===== src/rtl/io_pkg.sv =====
// -----------------------------------------------------------------------------
// io_pkg
// Shared definitions for the processor I/O port responder.
//   IO_DATA_WIDTH : default accumulator / I/O word width
//   IO_OUT_DEPTH  : default number of OUT FIFO entries (power of two, >= 2)
//   in_state_e    : IN holding register state (IN_EMPTY=0, IN_FULL=1)
// The optional loopback path in io_port_responder is controlled by the macro
// IO_PORT_LOOPBACK_EN; this package does not depend on it.
// -----------------------------------------------------------------------------
package io_pkg;

   localparam int IO_DATA_WIDTH = 16;
   localparam int IO_OUT_DEPTH  = 4;

   typedef enum logic {
      IN_EMPTY = 1'b0,
      IN_FULL  = 1'b1
   } in_state_e;

   // Pointer width for a FIFO of the given depth; never returns 0 so that a
   // pointer vector is always at least one bit wide.
   function automatic int ptr_width(input int depth);
      return (depth > 1) ? $clog2(depth) : 1;
   endfunction

endpackage : io_pkg


===== src/rtl/io_out_fifo.sv =====
// -----------------------------------------------------------------------------
// io_out_fifo
// Small synchronous FIFO buffering words written by the `out` instruction
// until the external device takes them.
//
// Parameters:
//   DATA_WIDTH : word width
//   DEPTH      : number of entries, power of two, at least 2
//
// Ports:
//   clk, reset   : clock, synchronous active-high reset
//   push         : write request; accepted when not full, or when a pop
//                  happens in the same cycle
//   push_data    : word written on an accepted push
//   pop          : read request; ignored while empty
//   head_data    : combinational read of the oldest entry (don't-care if empty)
//   empty        : no entries held
//   full         : DEPTH entries held
//   overflow     : sticky, a push was refused because the FIFO was full
// -----------------------------------------------------------------------------
module io_out_fifo
   import io_pkg::*;
#(
   parameter int DATA_WIDTH = IO_DATA_WIDTH,
   parameter int DEPTH      = IO_OUT_DEPTH
) (
   input  logic                  clk,
   input  logic                  reset,
   input  logic                  push,
   input  logic [DATA_WIDTH-1:0] push_data,
   input  logic                  pop,
   output logic [DATA_WIDTH-1:0] head_data,
   output logic                  empty,
   output logic                  full,
   output logic                  overflow
);

   localparam int PTR_W = ptr_width(DEPTH);
   localparam int CNT_W = PTR_W + 1;

   logic [PTR_W-1:0]      wr_ptr_q, wr_ptr_d;
   logic [PTR_W-1:0]      rd_ptr_q, rd_ptr_d;
   logic [CNT_W-1:0]      count_q, count_d;
   logic                  overflow_q, overflow_d;
   logic [DATA_WIDTH-1:0] mem_q [DEPTH];
   logic [DATA_WIDTH-1:0] mem_d [DEPTH];

   logic do_push;
   logic do_pop;

   assign empty     = (count_q == '0);
   assign full      = (count_q == CNT_W'(DEPTH));
   assign overflow  = overflow_q;
   assign head_data = mem_q[rd_ptr_q];

   // A pop frees a slot in the same cycle, so a full FIFO can still take a
   // push alongside a pop.
   assign do_pop  = pop && !empty;
   assign do_push = push && (!full || do_pop);

   always_comb begin
      wr_ptr_d   = wr_ptr_q;
      rd_ptr_d   = rd_ptr_q;
      count_d    = count_q;
      overflow_d = overflow_q;

      // DEPTH is a power of two, so natural pointer overflow is the wrap.
      if (do_push) begin
         wr_ptr_d = wr_ptr_q + PTR_W'(1);
      end
      if (do_pop) begin
         rd_ptr_d = rd_ptr_q + PTR_W'(1);
      end

      case ({do_push, do_pop})
         2'b10:   count_d = count_q + CNT_W'(1);
         2'b01:   count_d = count_q - CNT_W'(1);
         default: count_d = count_q;
      endcase

      if (push && !do_push) begin
         overflow_d = 1'b1;
      end
   end

   always_comb begin
      mem_d = mem_q;
      if (do_push) begin
         mem_d[wr_ptr_q] = push_data;
      end
   end

   always_ff @(posedge clk) begin
      if (reset) begin
         wr_ptr_q   <= '0;
         rd_ptr_q   <= '0;
         count_q    <= '0;
         overflow_q <= 1'b0;
      end else begin
         wr_ptr_q   <= wr_ptr_d;
         rd_ptr_q   <= rd_ptr_d;
         count_q    <= count_d;
         overflow_q <= overflow_d;
      end
   end

   // Storage holds no state that matters after reset, so it is not reset.
   always_ff @(posedge clk) begin
      mem_q <= mem_d;
   end

endmodule : io_out_fifo


===== src/rtl/io_port_responder.sv =====
// -----------------------------------------------------------------------------
// io_port_responder
// Peripheral-side responder for the processor's `in` / `out` instructions.
//   OUT path: OutWrite strobes push the accumulator value into io_out_fifo,
//             which drains to the device over dev_out_valid/dev_out_ready.
//   IN path : a one-word holding register (two-state FSM) captures a device
//             word over dev_in_valid/dev_in_ready; InRead consumes it.
//
// Handshake semantics (both device interfaces): a word transfers on a rising
// clk edge where valid and ready are both 1. The sender holds data and valid
// stable until the transfer; ready may change freely in any cycle.
//
// Parameters:
//   DATA_WIDTH : accumulator / I/O word width
//   OUT_DEPTH  : OUT FIFO entries (power of two, >= 2)
//
// Ports:
//   clk, reset                  : clock, synchronous active-high reset
//   OutWrite, OutData           : `out` strobe and accumulator value
//   InRead                      : `in` strobe (ACC loads InData this cycle)
//   InData                      : holding register, to ACC mux input 01
//   dev_out_data/valid/ready    : OUT device handshake (FIFO head)
//   dev_in_data/valid/ready     : IN device handshake
//   out_full                    : OUT FIFO holds OUT_DEPTH words
//   in_avail                    : holding register has an unread word
//   out_overflow                : sticky, an OutWrite was dropped
//   loopback (only with IO_PORT_LOOPBACK_EN)
//                               : route FIFO head into the holding register
//                                 instead of the device interfaces
// -----------------------------------------------------------------------------
module io_port_responder
   import io_pkg::*;
#(
   parameter int DATA_WIDTH = IO_DATA_WIDTH,
   parameter int OUT_DEPTH  = IO_OUT_DEPTH
) (
   input  logic                  clk,
   input  logic                  reset,
   input  logic                  OutWrite,
   input  logic [DATA_WIDTH-1:0] OutData,
   input  logic                  InRead,
   output logic [DATA_WIDTH-1:0] InData,
   output logic [DATA_WIDTH-1:0] dev_out_data,
   output logic                  dev_out_valid,
   input  logic                  dev_out_ready,
   input  logic [DATA_WIDTH-1:0] dev_in_data,
   input  logic                  dev_in_valid,
   output logic                  dev_in_ready,
   output logic                  out_full,
   output logic                  in_avail,
`ifdef IO_PORT_LOOPBACK_EN
   input  logic                  loopback,
`endif
   output logic                  out_overflow
);

   // ---------------------------------------------------------------------------
   // OUT FIFO
   // ---------------------------------------------------------------------------
   logic                  fifo_pop;
   logic [DATA_WIDTH-1:0] fifo_head;
   logic                  fifo_empty;
   logic                  fifo_full;
   logic                  fifo_overflow;

   io_out_fifo #(
      .DATA_WIDTH (DATA_WIDTH),
      .DEPTH      (OUT_DEPTH)
   ) u_out_fifo (
      .clk        (clk),
      .reset      (reset),
      .push       (OutWrite),
      .push_data  (OutData),
      .pop        (fifo_pop),
      .head_data  (fifo_head),
      .empty      (fifo_empty),
      .full       (fifo_full),
      .overflow   (fifo_overflow)
   );

   assign dev_out_data = fifo_head;
   assign out_full     = fifo_full;
   assign out_overflow = fifo_overflow;

   // ---------------------------------------------------------------------------
   // IN holding register state; in_state_q is the FSM state, in_avail is its
   // direct decode.
   // ---------------------------------------------------------------------------
   in_state_e             in_state_q, in_state_d;
   logic [DATA_WIDTH-1:0] in_data_q, in_data_d;

   logic                  cap_valid;  // holding register loads this cycle
   logic [DATA_WIDTH-1:0] cap_data;

`ifdef IO_PORT_LOOPBACK_EN
   // In loopback both device interfaces are closed and the FIFO head is moved
   // straight into the holding register whenever it is free. Both handshakes
   // are gated by loopback in the same cycle, so a switch at an edge can
   // neither drop nor repeat a word.
   logic lb_capture;

   assign dev_out_valid = !fifo_empty && !loopback;
   assign dev_in_ready  = (in_state_q == IN_EMPTY) && !loopback;
   assign lb_capture    = loopback && (in_state_q == IN_EMPTY) && !fifo_empty;
   assign fifo_pop      = (dev_out_valid && dev_out_ready) || lb_capture;
   assign cap_valid     = lb_capture || (dev_in_ready && dev_in_valid);
   assign cap_data      = loopback ? fifo_head : dev_in_data;
`else
   assign dev_out_valid = !fifo_empty;
   assign dev_in_ready  = (in_state_q == IN_EMPTY);
   assign fifo_pop      = dev_out_valid && dev_out_ready;
   assign cap_valid     = dev_in_ready && dev_in_valid;
   assign cap_data      = dev_in_data;
`endif

   // InRead while EMPTY just returns the stale InData. When InRead and a
   // capture coincide in EMPTY, the capture wins: the ACC sees the old value
   // this cycle and the new word is held for a later `in`.
   always_comb begin
      in_state_d = in_state_q;
      in_data_d  = in_data_q;
      case (in_state_q)
         IN_EMPTY: begin
            if (cap_valid) begin
               in_state_d = IN_FULL;
               in_data_d  = cap_data;
            end
         end
         IN_FULL: begin
            // Consuming the word frees the register but keeps its value.
            if (InRead) begin
               in_state_d = IN_EMPTY;
            end
         end
         default: begin
            in_state_d = IN_EMPTY;
         end
      endcase
   end

   always_ff @(posedge clk) begin
      if (reset) begin
         in_state_q <= IN_EMPTY;
         in_data_q  <= '0;
      end else begin
         in_state_q <= in_state_d;
         in_data_q  <= in_data_d;
      end
   end

   assign InData   = in_data_q;
   assign in_avail = (in_state_q == IN_FULL);

endmodule : io_port_responder

===== config.mk =====
export PLATFORM = sky130hd
export DESIGN_NAME = io_port_responder
export DESIGN_NICKNAME = d
export VERILOG_FILES = /design/src/rtl/io_pkg.sv /design/src/rtl/io_out_fifo.sv /design/src/rtl/io_port_responder.sv
export SDC_FILE = /design/constraint.sdc
export NUM_CORES = 1
export LEC_CHECK = 0
export ABC_CLOCK_PERIOD_IN_PS = 3250
export CORE_MARGIN = 8
export CORE_UTILIZATION = 32
export DETAILED_ROUTE_END_ITERATION = 10
export SLEW_MARGIN = 15
export SYNTH_ARGS = -nofsm -noshare
export SYNTH_HDL_FRONTEND = slang
export SYNTH_HIERARCHICAL = 1
export SYNTH_SLANG_ARGS = --single-unit

===== constraint.sdc =====
create_clock -name clk -period 3.25 [get_ports clk]
set_input_delay 0.325 -clock clk [delete_from_list [all_inputs] [get_ports clk]]
set_output_delay 0.325 -clock clk [all_outputs]
set_load 0.05 [all_outputs]

==> results.py, run 1 <==
metrics = {
    "global_routing": {
        "grt_pass1_wl_um": 11700,
        "overflow": 0,
        "grt_max_degree": 44,
        "gr-usage-all-layers_pct": 10.1,
        "antenna_found_initial": 0,
        "grt_pass1_vias": 2259,
    },
    "synth": {
        "yosysSeqAreaShare_pct": 66.1,
        "synthesis.nets": 260,
        "netlist_area_sq_mm": 0.00366,
        "ys_ff_latch": 89,
        "synth_ff_type": "edfxtp_1",
        "synth_cell_types": 32,
        "synth_top_area_share_pct": 52.5,
        "syn_avg_cell_area_sq_um": 17.0,
        "synth_most_common_cell": "edfxtp_1",
        "ys_warn_count": 6,
        "synth_edf_count": 64,
        "ys_async_sr_fraction_pct": 0,
        "synthCells": 216,
        "yosys.area.top_type": "edfxtp_1",
        "synth_commonest_cells": "edfxtp_1 (64), dfxtp_1 (25), nand2b_1 (18)",
        "yosys-top-cells-area": "edfxtp_1 (52%), dfxtp_1 (14%), mux4_1 (5.7%)",
    },
    "sta": {
        "timing.fmax_mhz": 360,
        "max_slew_margin_pct": 42.5,
        "worst_pin_slew_ns": 0.862,
        "finalWorstSetupSlack_ns": 0.472,
        "finalCriticalPeriod_ns": 2.78,
        "tns_ns": 0,
        "setup_viol_count_final": 0,
        "hold_viol_final": 0,
        "grt_setup_unrepaired": "no",
        "period_share_pct": 85.5,
        "holdWs_ns": 0.476,
        "slew_violations": 0,
        "skew_ns": 0.00550,
    },
    "floorplan": {
        "ios": 75,
        "start_util_pct": 32.5,
        "core_area_sq_mm": 0.0113,
        "dieArea_sq_mm": 0.0151,
        "core.rowCount": 39,
        "die-height_um": 123,
        "fp.dieW_um": 123,
    },
    "critical_path": {
        "critPathLaunchType": "flop",
        "path_cells": "buf_4 -> mux4_1 -> clkdlybuf4s50_1",
        "cp.required_ns": 2.92,
        "path_max_fanout": 16,
        "crit_path_top_delay_cell": "clkdlybuf4s50_1",
        "slowest_delay_ns": 0.72,
        "cp.arrival_ns": 2.45,
        "cp-end-kind": "output pin",
        "critical_path_class": "flop to output pin",
    },
    "cells_and_area": {
        "layout-drive-gt1-share_pct": 15.1,
        "stdcell_count": 442,
        "nNetsFinal": 338,
        "antenna_cells": 0,
        "finish.utilization_pct": 42.8,
        "syn_to_final_growth_pct": 31.6,
    },
    "drt": {
        "firstDrtPassIters": 4,
        "drt_iter0_drc": 88,
        "routed_wl_um": 7380,
        "viasPerCell": 4.73,
        "drc_errors": 0,
        "routedWlPerCell_um": 16.7,
        "via_count": 2089,
        "ant_nets": 0,
    },
    "clocking": {
        "cts-resized-gates": 0,
        "clkSlewWorstSetupHoldPaths_ns": 0.07,
        "cts_buffers": 9,
        "cts_buffer_depth": 2,
        "clock-sinks": 89,
        "postCtsSetupBuffers": 0,
        "insertion_delay_ns": 0.33,
        "cts_tree": "yes",
        "ctsRootBufferMaster": "clkbuf_16",
        "htreeDepth": 3,
        "cts_hold_buf": 0,
    },
    "power": {
        "max-vdd-ir-drop_v": 0.000386,
        "power.leakage_uw": 0.00163,
        "p_per_area_mw_per_mm2": 659,
    },
    "placed_design": {
        "io_buffers": 74,
        "dpl.hpwl_um": 4920,
        "place.gp.congestion": 0.686,
        "dp_slack_ns": 0.399,
        "placed_cells": 426,
    },
    "flow_run": {
        "drv_cap": 0,
    },
    "min_path": {
        "min_path_type": "flop to flop",
    },
    "run_status": {
        "status": "finished clean",
    },
}
per-stage QoR:
stage	power, uW	area, sq um
floorplan	1950	3660
finish	3170	4820
detailed placement	2200	4540
global placement	2190	4540
CTS	3220	4830
global route	3320	4820
where the power goes:
part	internal [uW]	switching [uW]
Clock	540	468
Combinational	318	489
Sequential	1310	54.2
cell families after synthesis:
family,synth area share (%)
AND/OR/NAND/NOR,11.9
AO/OA/AOI/OAI,4.44
buffers and inverters,3.21
XOR/XNOR,0.718
adder cells (fa/ha/maj),2.25
flip-flops,66.1
multiplexers,11.3
state kept, by name (all words and copies together), names as in the netlist:
register	cells
in_avail	1
u_out_fifo/wr_ptr_q	2
InData	16
u_out_fifo/overflow	1
u_out_fifo/rd_ptr_q	2
u_out_fifo/count_q	3
u_out_fifo/mem_q	64
critical path, delay by kind of cell, from the launching register on:
family   cells  cell delay (ns)
buf+inv      2             1.07
flops        1             0.43
mux          1             0.62
layout make-up:
type / count / area, sq um
multi-input combinational: 106 / 1120
clock inverter: 7 / 65.1
timing repair buffer: 79 / 773
clock buffer: 9 / 225
fill: 1043 / 6450
tap: 143 / 179
sequential: 89 / 2420
inverter: 9 / 33.8
path summary, 6_finish.rpt:
| path | from | to | slack [ns] | depth (start not counted) |
|---|---|---|---|---|
| worst min register to register | InData[12]$_SDFFE_PP0P_ | InData[12]$_SDFFE_PP0P_ | 0.48 | 2 |
| worst max-delay path | u_out_fifo/rd_ptr_q[0]$_SDFFE_PP0P_ | dev_out_data[11] | 0.47 | 3 |
| worst max register to register | u_out_fifo/count_q[0]$_SDFFE_PP0P_ | u_out_fifo/count_q[2]$_SDFFE_PP0P_ | 0.47 | 11 |
| worst min-delay path | InData[12]$_SDFFE_PP0P_ | InData[12]$_SDFFE_PP0P_ | 0.48 | 2 |
per-layer routing:
metal | part of all wire (%) | vias to the layer above | GRT usage [%] | wire length, um
li1 | - | 984 | - | -
met1 | 45 | 1035 | 12.2 | 3330
met2 | 45 | 64 | 15.7 | 3290
met3 | 9.6 | 6 | 5.21 | 708
met4 | 0.70 | 0 | 2.48 | 52
met5 | 0 | - | 0 | 0
cell usage in the layout, fill, tap and decap left out, types with 2 or more instances in the layout:
cell type / instances
xor2_1: 3
clkbuf_16: 9
or3_1: 2
inv_6: 4
clkdlybuf4s50_1: 73
o21ai_0: 8
nand4bb_1: 16
nand2b_1: 18
nor2_1: 8
buf_4: 5
o21ai_2: 10
and2_1: 4
inv_1: 9
mux4_1: 8
a21oi_1: 4
mux4_2: 8
edfxtp_1: 64
inv_8: 2
ha_1: 5
dfxtp_1: 25
(Power assumes the default switching activity.)
==> inputs of run 2 (changes only) <==
--- a/config.mk
+++ b/config.mk
@@ -8,6 +8,7 @@
 export ABC_CLOCK_PERIOD_IN_PS = 3250
 export CORE_MARGIN = 8
 export CORE_UTILIZATION = 32
+export CTS_CLUSTER_SIZE = 10
 export DETAILED_ROUTE_END_ITERATION = 10
 export SLEW_MARGIN = 15
 export SYNTH_ARGS = -nofsm -noshare
==> results of run 2 <==
Final layout, timing and power as in run 1 (identical DEF).
